**config.mk**
```make
export PLATFORM = sky130hd
export DESIGN_NAME = sample_mem_arbiter_flat
export DESIGN_NICKNAME = d
export VERILOG_FILES = /design/src/rtl/sample_mem_arbiter_if.sv /design/src/rtl/sample_mem_arbiter.sv /design/src/flat_wrapper.sv
export SDC_FILE = /design/constraint.sdc
export NUM_CORES = 1
export LEC_CHECK = 0
export ABC_CLOCK_PERIOD_IN_PS = 1900
export CORE_MARGIN = 8
export CORE_UTILIZATION = 39
export CTS_BUF_LIST = sky130_fd_sc_hd__clkbuf_16
export CTS_CLUSTER_DIAMETER = 100
export CTS_CLUSTER_SIZE = 30
export DETAILED_ROUTE_END_ITERATION = 7
export GPL_TIMING_DRIVEN = 0
export PLACE_DENSITY_LB_ADDON = 0.05
export SLEW_MARGIN = 10
export SYNTH_ARGS = -nofsm -noshare
export SYNTH_HDL_FRONTEND = slang
export SYNTH_SLANG_ARGS = --single-unit
```
**constraint.sdc**
```tcl
create_clock -name CLK -period 1.9 [get_ports CLK]
set_input_delay 0.19 -clock CLK [delete_from_list [all_inputs] [get_ports CLK]]
set_output_delay 0.19 -clock CLK [all_outputs]
set_load 0.05 [all_outputs]
```
**src/rtl/sample_mem_arbiter_if.sv**
```systemverilog
// sample_mem_arbiter_if: voice request/ack bundle plus the shared sample-memory read port
interface sample_mem_arbiter_if #(
    parameter int NUM_CH = 4
) ();
    localparam int IW = $clog2(NUM_CH);
    logic                 s_enable;
    logic [NUM_CH-1:0]    ch_req;
    logic [NUM_CH*24-1:0] ch_addr;
    logic [NUM_CH-1:0]    ch_ack;
    logic [15:0]          ch_data;
    logic [23:0]          s_addr;
    logic                 s_read;
    logic [15:0]          s_data;
    logic                 s_ready;
    logic [IW-1:0]        grant_id;
    logic                 busy;
    logic                 timeout_err;
    modport master (
        input  s_enable, ch_req, ch_addr, s_data, s_ready,
        output ch_ack, ch_data, s_addr, s_read, grant_id, busy, timeout_err
    );
    modport slave (
        output s_enable, ch_req, ch_addr, s_data, s_ready,
        input  ch_ack, ch_data, s_addr, s_read, grant_id, busy, timeout_err
    );
endinterface

```
**src/rtl/sample_mem_arbiter.sv**
```systemverilog
// sample_mem_arbiter: round-robin sharing of one sample-memory read port, one read in flight
module sample_mem_arbiter #(
    parameter int NUM_CH  = 4,
    parameter int TIMEOUT = 255
) (
    input logic                 CLK,
    input logic                 RESET,
    sample_mem_arbiter_if.master bus
);
    localparam int IW = $clog2(NUM_CH);
    typedef enum logic [1:0] {IDLE, ISSUE, WAIT} state_t;
    state_t            state_q, state_d;
    logic [IW-1:0]     rr_q, rr_d, gnt_q, gnt_d, sel;
    logic [23:0]       addr_q, addr_d, pick;
    logic [15:0]       data_q, data_d, cnt_q, cnt_d;
    logic [NUM_CH-1:0] ack_q, ack_d;
    logic              terr_q, terr_d;
    // first requesting voice above the rr pointer wins, else the lowest at or below it
    always_comb begin
        sel = rr_q;
        for (int i = NUM_CH - 1; i >= 0; i--)
            if (bus.ch_req[i] && IW'(i) <= rr_q) sel = IW'(i);
        for (int i = NUM_CH - 1; i >= 0; i--)
            if (bus.ch_req[i] && IW'(i) > rr_q) sel = IW'(i);
    end
    // address of the selected voice
    always_comb begin
        pick = '0;
        for (int i = 0; i < NUM_CH; i++)
            if (IW'(i) == sel) pick = bus.ch_addr[i*24 +: 24];
    end
    // grant in IDLE, then wait for s_ready or abandon after TIMEOUT cycles of s_read
    always_comb begin
        state_d = state_q;
        rr_d    = rr_q;
        gnt_d   = gnt_q;
        addr_d  = addr_q;
        data_d  = data_q;
        cnt_d   = '0;
        ack_d   = '0;
        terr_d  = 1'b0;
        if (state_q == IDLE) begin
            if (bus.s_enable && |bus.ch_req) begin
                state_d = ISSUE;
                rr_d    = sel;
                gnt_d   = sel;
                addr_d  = pick;
            end
        end else if (bus.s_ready) begin
            state_d      = IDLE;
            data_d       = bus.s_data;
            ack_d[gnt_q] = 1'b1;
        end else if (cnt_q == 16'(TIMEOUT - 1)) begin
            state_d      = IDLE;
            data_d       = '0;
            ack_d[gnt_q] = 1'b1;
            terr_d       = 1'b1;
        end else begin
            state_d = WAIT;
            cnt_d   = cnt_q + 16'd1;
        end
    end
    // state registers; reset abandons any read without acking it
    always_ff @(posedge CLK) begin
        if (RESET) begin
            state_q <= IDLE;
            rr_q    <= IW'(NUM_CH - 1);
            gnt_q   <= '0;
            addr_q  <= '0;
            data_q  <= '0;
            cnt_q   <= '0;
            ack_q   <= '0;
            terr_q  <= 1'b0;
        end else begin
            state_q <= state_d;
            rr_q    <= rr_d;
            gnt_q   <= gnt_d;
            addr_q  <= addr_d;
            data_q  <= data_d;
            cnt_q   <= cnt_d;
            ack_q   <= ack_d;
            terr_q  <= terr_d;
        end
    end
    assign bus.busy        = state_q != IDLE;
    assign bus.s_read      = state_q != IDLE;
    assign bus.s_addr      = addr_q;
    assign bus.grant_id    = gnt_q;
    assign bus.ch_ack      = ack_q;
    assign bus.ch_data     = data_q;
    assign bus.timeout_err = terr_q;
endmodule

```
**src/flat_wrapper.sv**
```systemverilog
// flat-port wrapper written by rule: the top's interface ports become plain ports
module sample_mem_arbiter_flat 
#(
    parameter int NUM_CH  = 4,
    parameter int TIMEOUT = 255
)
  (CLK, RESET, bus_s_enable, bus_ch_req, bus_ch_addr, bus_s_data, bus_s_ready, bus_ch_ack, bus_ch_data, bus_s_addr, bus_s_read, bus_grant_id, bus_busy, bus_timeout_err);
  sample_mem_arbiter_if #(.NUM_CH(NUM_CH)) bus_i ();
  input logic CLK;
  input logic RESET;
  input wire logic [$bits(bus_i.s_enable)-1:0] bus_s_enable;
  input wire logic [$bits(bus_i.ch_req)-1:0] bus_ch_req;
  input wire logic [$bits(bus_i.ch_addr)-1:0] bus_ch_addr;
  input wire logic [$bits(bus_i.s_data)-1:0] bus_s_data;
  input wire logic [$bits(bus_i.s_ready)-1:0] bus_s_ready;
  output wire logic [$bits(bus_i.ch_ack)-1:0] bus_ch_ack;
  output wire logic [$bits(bus_i.ch_data)-1:0] bus_ch_data;
  output wire logic [$bits(bus_i.s_addr)-1:0] bus_s_addr;
  output wire logic [$bits(bus_i.s_read)-1:0] bus_s_read;
  output wire logic [$bits(bus_i.grant_id)-1:0] bus_grant_id;
  output wire logic [$bits(bus_i.busy)-1:0] bus_busy;
  output wire logic [$bits(bus_i.timeout_err)-1:0] bus_timeout_err;
  assign bus_i.s_enable = bus_s_enable;
  assign bus_i.ch_req = bus_ch_req;
  assign bus_i.ch_addr = bus_ch_addr;
  assign bus_i.s_data = bus_s_data;
  assign bus_i.s_ready = bus_s_ready;
  assign bus_ch_ack = bus_i.ch_ack;
  assign bus_ch_data = bus_i.ch_data;
  assign bus_s_addr = bus_i.s_addr;
  assign bus_s_read = bus_i.s_read;
  assign bus_grant_id = bus_i.grant_id;
  assign bus_busy = bus_i.busy;
  assign bus_timeout_err = bus_i.timeout_err;
  sample_mem_arbiter #(.NUM_CH(NUM_CH), .TIMEOUT(TIMEOUT)) u_core (.CLK(CLK), .RESET(RESET), .bus(bus_i));
endmodule
```
# --- Yosys cells after proc, flatten, opt, wreduce, memory -nomap -nowiden ---
# Index checks and enable logic that the tools add are counted.
word_totals:
  ff_bits: 67
  input_bits: 120
  out_inout_bits: 49
  word_cells: 68
op_classes:
  add_sub_neg: 1
  n_lt_le_gt_ge: 10
  eq_ne: 5
  muxes: 23
  n_bitwise: 1
  reduce_logical: 20
ops:
  columns: ["operator", "count"]
  rows:
  - ["two-way mux 24 bit", 4]
  - ["two-way mux 16 bit", 2]
  - ["two-way mux 2 bit", 12]
  - ["adder 16 x 1 -> 16 bit, second input constant", 1]
  - ["== test 16 x 8 -> 1 bit, second input constant", 1]
  - ["logical AND 1 bit", 10]
  - ["two-way mux 4 bit", 2]
  - ["OR reduction 4 bit", 2]
  - ["== test 2 bit, first input constant", 2]
  - ["greater-than comparator 1 x 2 -> 1 bit, first input constant", 2]
  - ["greater-than comparator 2 bit, first input constant", 2]
  - ["less-or-equal comparator 1 x 2 -> 1 bit, first input constant", 2]
  - ["less-or-equal comparator 2 bit, first input constant", 2]
  - ["logical NOT 2 bit", 2]
  - ["AND reduction 2 bit", 2]
  - ["nonzero test 2 bit", 2]
  - ["< comparator 2 x 3 -> 1 bit, second input constant", 1]
  - ["OR reduction 3 bit", 1]
  - ["demux 1 bit (select 2 bit)", 1]
  - ["== test 1 x 2 -> 1 bit, first input constant", 1]
  - ["greater-or-equal comparator 2 x 1 -> 1 bit, second input constant", 1]
  - ["two-way mux 1 bit", 2]
  - ["!= test 2 bit, second input constant", 1]
  - ["OR reduction 2 bit", 1]
  - ["inverter 1 bit", 1]

# --- Logic depth before layout (Yosys ltp) ---
depth:
  word_depth: 15
  depth_mapped: 9
  mapped_depth_nobuf: 7

# --- Worst setup path after synthesis ---
# No wires, ideal clock.
synth_timing:
  path_type: "reg2reg"
  startpoint: "reg u_core.cnt_q[0]"
  endpoint: "reg u_core.data_q[10] (netlist: u_core.bus.ch_data[10])"
  setup_time_ps: 117
  arrival_time_ps: 1618
  t_required_ps: 1783
  slack_ps: 166
  path_stages_with_launch: 9
  path_buffers: 1
  synth_period_minus_slack_ps: 1734
  path_cell_list: "dfxtp_1 -> inv_1 -> ha_1 -> nor4b_2 -> nand4_1 -> o41ai_2 -> a21oi_2 -> buf_6 -> a22o_1"
synth_between:
  elab_chain_len: 3
synth_rtl:
  columns: ["element", "line", "source"]
  rows:
  - ["from (decl)", "sample_mem_arbiter.sv:15", "logic [15:0] data_q, data_d, cnt_q, cnt_d;"]
  - ["from (signal assigned)", "sample_mem_arbiter.sv:80", "cnt_q <= cnt_d;"]
  - ["== test 16 x 8 -> 1 bit", "sample_mem_arbiter.sv:53", "end else if (cnt_q == 16'(TIMEOUT - 1)) begin"]
  - ["nonzero test 2 bit (no line)", null, null]
  - ["AND reduction 2 bit (no line)", null, null]
  - ["to (signal assigned)", "sample_mem_arbiter.sv:79", "data_q <= data_d;"]
  - ["to (decl)", "sample_mem_arbiter.sv:15", null]
# Every way passes these cells.
# A chain may end at the register's enable or synchronous reset.

# --- Worst setup path in the final report ---
layout_timing:
  startpoint: "reg u_core.cnt_q[0]"
  endpoint: "reg u_core.cnt_q[12]"
layout_between:
  elab_chain_len: 2
layout_rtl:
  columns: ["element"]
  rows:
  - ["parallel branches: the longest is 2 deep, another holds adder 16 x 1 -> 16 bit"]
# Several ways; the timed one is not identified.

==> flow_summary.html <==
<table>
<tr><th>Metric</th><th>Value</th></tr>
<tr><th colspan="2">Flow run</th></tr>
<tr><td>Number of max-cap violations</td><td>0</td></tr>
<tr><th colspan="2">Clock network</th></tr>
<tr><td>Clock buffers created by TritonCTS</td><td>9</td></tr>
<tr><td>Number of H-tree branching levels</td><td>3</td></tr>
<tr><td>Maximum number of buffers from clock root to sink</td><td>2</td></tr>
<tr><td>Clock transition at the register clock pins on the worst setup and hold paths after CTS</td><td>about 0.060 ns</td></tr>
<tr><td>CTS root buf</td><td>sky130_fd_sc_hd__clkbuf_16</td></tr>
<tr><td>Source-to-sink clock delay at the later pin of the worst-skew pair</td><td>between 0.3 and 0.4 ns</td></tr>
<tr><td>CTS tree</td><td>yes</td></tr>
<tr><td>Sink Count</td><td>between 60 and 70</td></tr>
<tr><th colspan="2">STA</th></tr>
<tr><td>Hold Fails Final Rpt</td><td>0</td></tr>
<tr><td>Min Tclk post-route</td><td>around 1.9 ns</td></tr>
<tr><td>Worst Setup Slack, final</td><td>-0.0125 ns</td></tr>
<tr><td>Max-slew violations</td><td>0</td></tr>
<tr><td>Highest Clock Rate</td><td>roughly 0.52 GHz</td></tr>
<tr><td>Count of endpoints failing setup in the final report</td><td>1</td></tr>
<tr><td>RSZ-0062 raised after global routing</td><td>true</td></tr>
<tr><td>Slew HR</td><td>47.8%</td></tr>
<tr><td>Worst Skew</td><td>between 0.008 and 0.009 ns</td></tr>
<tr><td>Worst-Margin Slew</td><td>between 0.7 and 0.8 ns</td></tr>
<tr><td>Tcrit/Tclk final</td><td>101%</td></tr>
<tr><th colspan="2">Route</th></tr>
<tr><td>DRC violations left</td><td>0</td></tr>
<tr><td>Vias per cell</td><td>5.27</td></tr>
<tr><td>DRT antenna net count</td><td>0</td></tr>
<tr><td>Routed wire length</td><td>11500 um</td></tr>
<tr><td>Starting DRC count in detailed routing</td><td>between 100 and 150</td></tr>
<tr><td>Via total after detailed routing</td><td>3402</td></tr>
<tr><td>First-pass iteration count of the detailed router</td><td>4</td></tr>
<tr><td>Mean routed wirelength per cell</td><td>between 15 and 20 um</td></tr>
<tr><th colspan="2">GRT</th></tr>
<tr><td>Largest net degree at the start of global routing</td><td>12</td></tr>
<tr><td>Initial antenna violation count</td><td>0</td></tr>
<tr><td>Overall track demand over capacity in global routing</td><td>between 10% and 20%</td></tr>
<tr><td>First-pass GRT wire length</td><td>~18000 um</td></tr>
<tr><td>Vias in the first global route</td><td>3481</td></tr>
<tr><td>GR Overflow Total</td><td>0</td></tr>
<tr><th colspan="2">Setup path</th></tr>
<tr><td>CP Class</td><td>flop to flop</td></tr>
<tr><td>Data arrival at the endpoint of the critical path</td><td>about 2.2 ns</td></tr>
<tr><td>Startpoint type of the worst setup path</td><td>flop</td></tr>
<tr><td>Crit path capture type</td><td>flop</td></tr>
<tr><td>WP data required</td><td>about 2.2 ns</td></tr>
<tr><td>Largest fanout of any net on the critical path</td><td>8</td></tr>
<tr><td>Cell depth of the worst flop-to-flop path</td><td>10</td></tr>
<tr><th colspan="2">Placement</th></tr>
<tr><td>DP Wirelength</td><td>approximately 8500 um</td></tr>
<tr><td>Port buffer count</td><td>roughly 170</td></tr>
<tr><td>Dpl cells</td><td>616</td></tr>
<tr><td>Weighted congestion at the end of routability-driven global placement</td><td>around 0.81</td></tr>
<tr><th colspan="2">Cells and area</th></tr>
<tr><td>Core utilization of the finished layout</td><td>between 70% and 80%</td></tr>
<tr><td>Share of layout cells above drive strength 1</td><td>16.0%</td></tr>
<tr><td>Count of non-filler cells in the finished layout</td><td>~650</td></tr>
<tr><td>Diodes inserted</td><td>0</td></tr>
<tr><td>Multi-input gate area in the final layout</td><td>about 1700 um^2</td></tr>
<tr><td>Sequential cell area</td><td>1350 um^2</td></tr>
<tr><td>Post-synthesis to final-layout area growth</td><td>78.1%</td></tr>
<tr><td>Final layout net count</td><td>approximately 660</td></tr>
<tr><td># fillers</td><td>about 610</td></tr>
<tr><th colspan="2">Worst hold path</th></tr>
<tr><td>Hold path depth</td><td>2</td></tr>
<tr><td>Worst min-delay path class</td><td>input pin to flop</td></tr>
<tr><th colspan="2">Synthesis</th></tr>
<tr><td>Proportion of netlist area held by the largest area contributor</td><td>about 43%</td></tr>
<tr><td>EDFF count, synth</td><td>0</td></tr>
<tr><td>YS warnings</td><td>0</td></tr>
<tr><td>Post-Syn Area</td><td>approximately 3100 um^2</td></tr>
<tr><td>Area contributors post-synth</td><td>sky130_fd_sc_hd__dfxtp_1 43%, sky130_fd_sc_hd__nor3_1 8.7%, sky130_fd_sc_hd__o221ai_1 6.5%</td></tr>
<tr><td>Post-synth top area cell</td><td>sky130_fd_sc_hd__dfxtp_1</td></tr>
<tr><td>Library cell with the highest instance count after synthesis</td><td>sky130_fd_sc_hd__dfxtp_1</td></tr>
<tr><td>Number of distinct library cells after synthesis</td><td>between 40 and 50</td></tr>
<tr><td>Mean post-synth cell area</td><td>~8.9 um^2</td></tr>
<tr><td>Share of flip-flops with an asynchronous set or reset</td><td>0%</td></tr>
<tr><td>Number of storage elements in the synthesis netlist</td><td>67</td></tr>
<tr><td>Most instantiated cells after synthesis</td><td>67 x sky130_fd_sc_hd__dfxtp_1, 54 x sky130_fd_sc_hd__nor3_1, 33 x sky130_fd_sc_hd__nand2_1</td></tr>
<tr><td>Most common flop cell mapped by yosys</td><td>sky130_fd_sc_hd__dfxtp_1</td></tr>
<tr><td>Net count of the mapped netlist</td><td>roughly 470</td></tr>
<tr><td>Sequential share of the synthesized area</td><td>about 43%</td></tr>
<tr><td>Synthesized instance count</td><td>349</td></tr>
<tr><th colspan="2">Power and ir drop</th></tr>
<tr><td>Peak supply drop</td><td>0.491 mV</td></tr>
<tr><td>P per Cell Area</td><td>around 800 nW/um^2</td></tr>
<tr><td>Leakage power figure</td><td>1.99 nW</td></tr>
<tr><th colspan="2">Run status</th></tr>
<tr><td>Outcome</td><td>finished with violations</td></tr>
<tr><td>Failing checks</td><td>negative setup slack</td></tr>
<tr><th colspan="2">Die</th></tr>
<tr><td>Initial cell density of the core</td><td>a little over 40%</td></tr>
<tr><td># rows</td><td>32</td></tr>
<tr><td>Number of top-level pins</td><td>around 170</td></tr>
<tr><td>Die Footprint</td><td>between 10000 and 15000 um^2</td></tr>
<tr><td>Vertical die dimension</td><td>roughly 110 um</td></tr>
<tr><td>Core Footprint</td><td>7690 um^2</td></tr>
<tr><td>Overall die width</td><td>roughly 110 um</td></tr>
</table>
[logic make-up (layout without fill, tap and decap cells)]
kind of cell / Yosys count / in the layout / synth area share (%)
simple gates: 144 / 144 / 22.5
compound gates: 83 / 83 / 22.3
buf+inv: 38 / 233 / 6.76
mux: 1 / 1 / 0.324
fa+ha+maj: 2 / 2 / 0.810
xor+xnor: 14 / 14 / 3.97
flops: 67 / 67 / 43.4
[report_power, final]
| part | switching, W | leakage [nW] | total [W] | internal, W |
|---|---|---|---|---|
| Clock | 0.000594 | 0.152 | 0.00173 | 0.00113 |
| Sequential | 0.0000495 | 0.547 | 0.00154 | 0.00149 |
| Combinational | 0.000704 | 1.29 | 0.00126 | 0.000555 |
[final cells by class]
cell class	instances	area share, %
buffer	27	3.66
inverter	11	0.750
sequential	67	24.4
tap	102	2.32
clock inverter	7	1.52
timing repair buffer	179	32.4
clock buffer	9	4.09
multi-input combinational	244	30.8
[state kept, by name (all words and copies together), names as in the netlist]
signal	count
u_core.cnt_q	16
u_core.bus.grant_id	2
u_core.rr_q	2
u_core.bus.ch_data	16
u_core.bus.timeout_err	1
u_core.bus.s_addr	24
u_core.bus.ch_ack	4
u_core.state_q	2
[placed cells by master (no fill, tap or decap), types with 13 or more instances in the layout]
| master | instances |
|---|---|
| sky130_fd_sc_hd__clkdlybuf4s50_1 | 162 |
| sky130_fd_sc_hd__a22o_1 | 16 |
| sky130_fd_sc_hd__o31ai_1 | 23 |
| sky130_fd_sc_hd__nor3_1 | 52 |
| sky130_fd_sc_hd__o221ai_1 | 23 |
| sky130_fd_sc_hd__nand2_1 | 33 |
| sky130_fd_sc_hd__dfxtp_1 | 64 |
| sky130_fd_sc_hd__buf_4 | 13 |
| sky130_fd_sc_hd__nor2_1 | 16 |
[worst paths after layout]
kind                                      from                                  end  slack [ns]
min                                      RESET  u_core.bus.grant_id[1]$_SDFFE_PP0P_        0.23
max reg2reg         u_core.cnt_q[0]$_SDFF_PP0_          u_core.cnt_q[12]$_SDFF_PP0_       -0.01
max                 u_core.cnt_q[0]$_SDFF_PP0_          u_core.cnt_q[12]$_SDFF_PP0_       -0.01
min reg2reg  u_core.bus.s_addr[2]$_SDFFE_PP0P_    u_core.bus.s_addr[2]$_SDFFE_PP0P_        0.45
[per-stage QoR]
step	TNS (ns)	area, um^2	hold slack, ns	setup slack [ns]	power (W)
after floorplan	0	3090	0.315	0.166	0.00223
after detailed placement	-7.69	4870	0.439	-0.290	0.00277
after CTS	-0.207	5250	0.212	-0.0421	0.00450
after global routing	-1.67	5500	0.238	-0.101	0.00471
final	-0.0125	5500	0.231	-0.0125	0.00453
after global placement	-6.99	4870	0.436	-0.245	0.00275
[worst max-delay path: stages (launching register included)]
cell	delay, ns
sky130_fd_sc_hd__dfxtp_2	0.33
sky130_fd_sc_hd__inv_2	0.04
sky130_fd_sc_hd__ha_4	0.14
sky130_fd_sc_hd__nor4b_4	0.12
sky130_fd_sc_hd__nand4_1	0.17
sky130_fd_sc_hd__buf_4	0.16
sky130_fd_sc_hd__nor4_4	0.03
sky130_fd_sc_hd__or4_1	0.43
sky130_fd_sc_hd__buf_6	0.17
sky130_fd_sc_hd__clkbuf_16	0.16
sky130_fd_sc_hd__nor2_2	0.10
[layer usage]
metal	vias up	GRT usage, %	wire, um
met3	23	7.25	781
li1	1680	-	-
met1	1587	21.6	4610
met4	0	8.05	290
met2	112	33.8	5860
met5	-	0	0
[timing repair]
item | in CTS | in global routing
hold buffers | 0 | 0
pin swaps | 16 | 19
gates resized for setup | 11 | 51
setup endpoints to repair | 27 | 49
gates cloned | 1 | 1
buffers inserted | 5 | 7
Power figures use the tool's default switching activity.
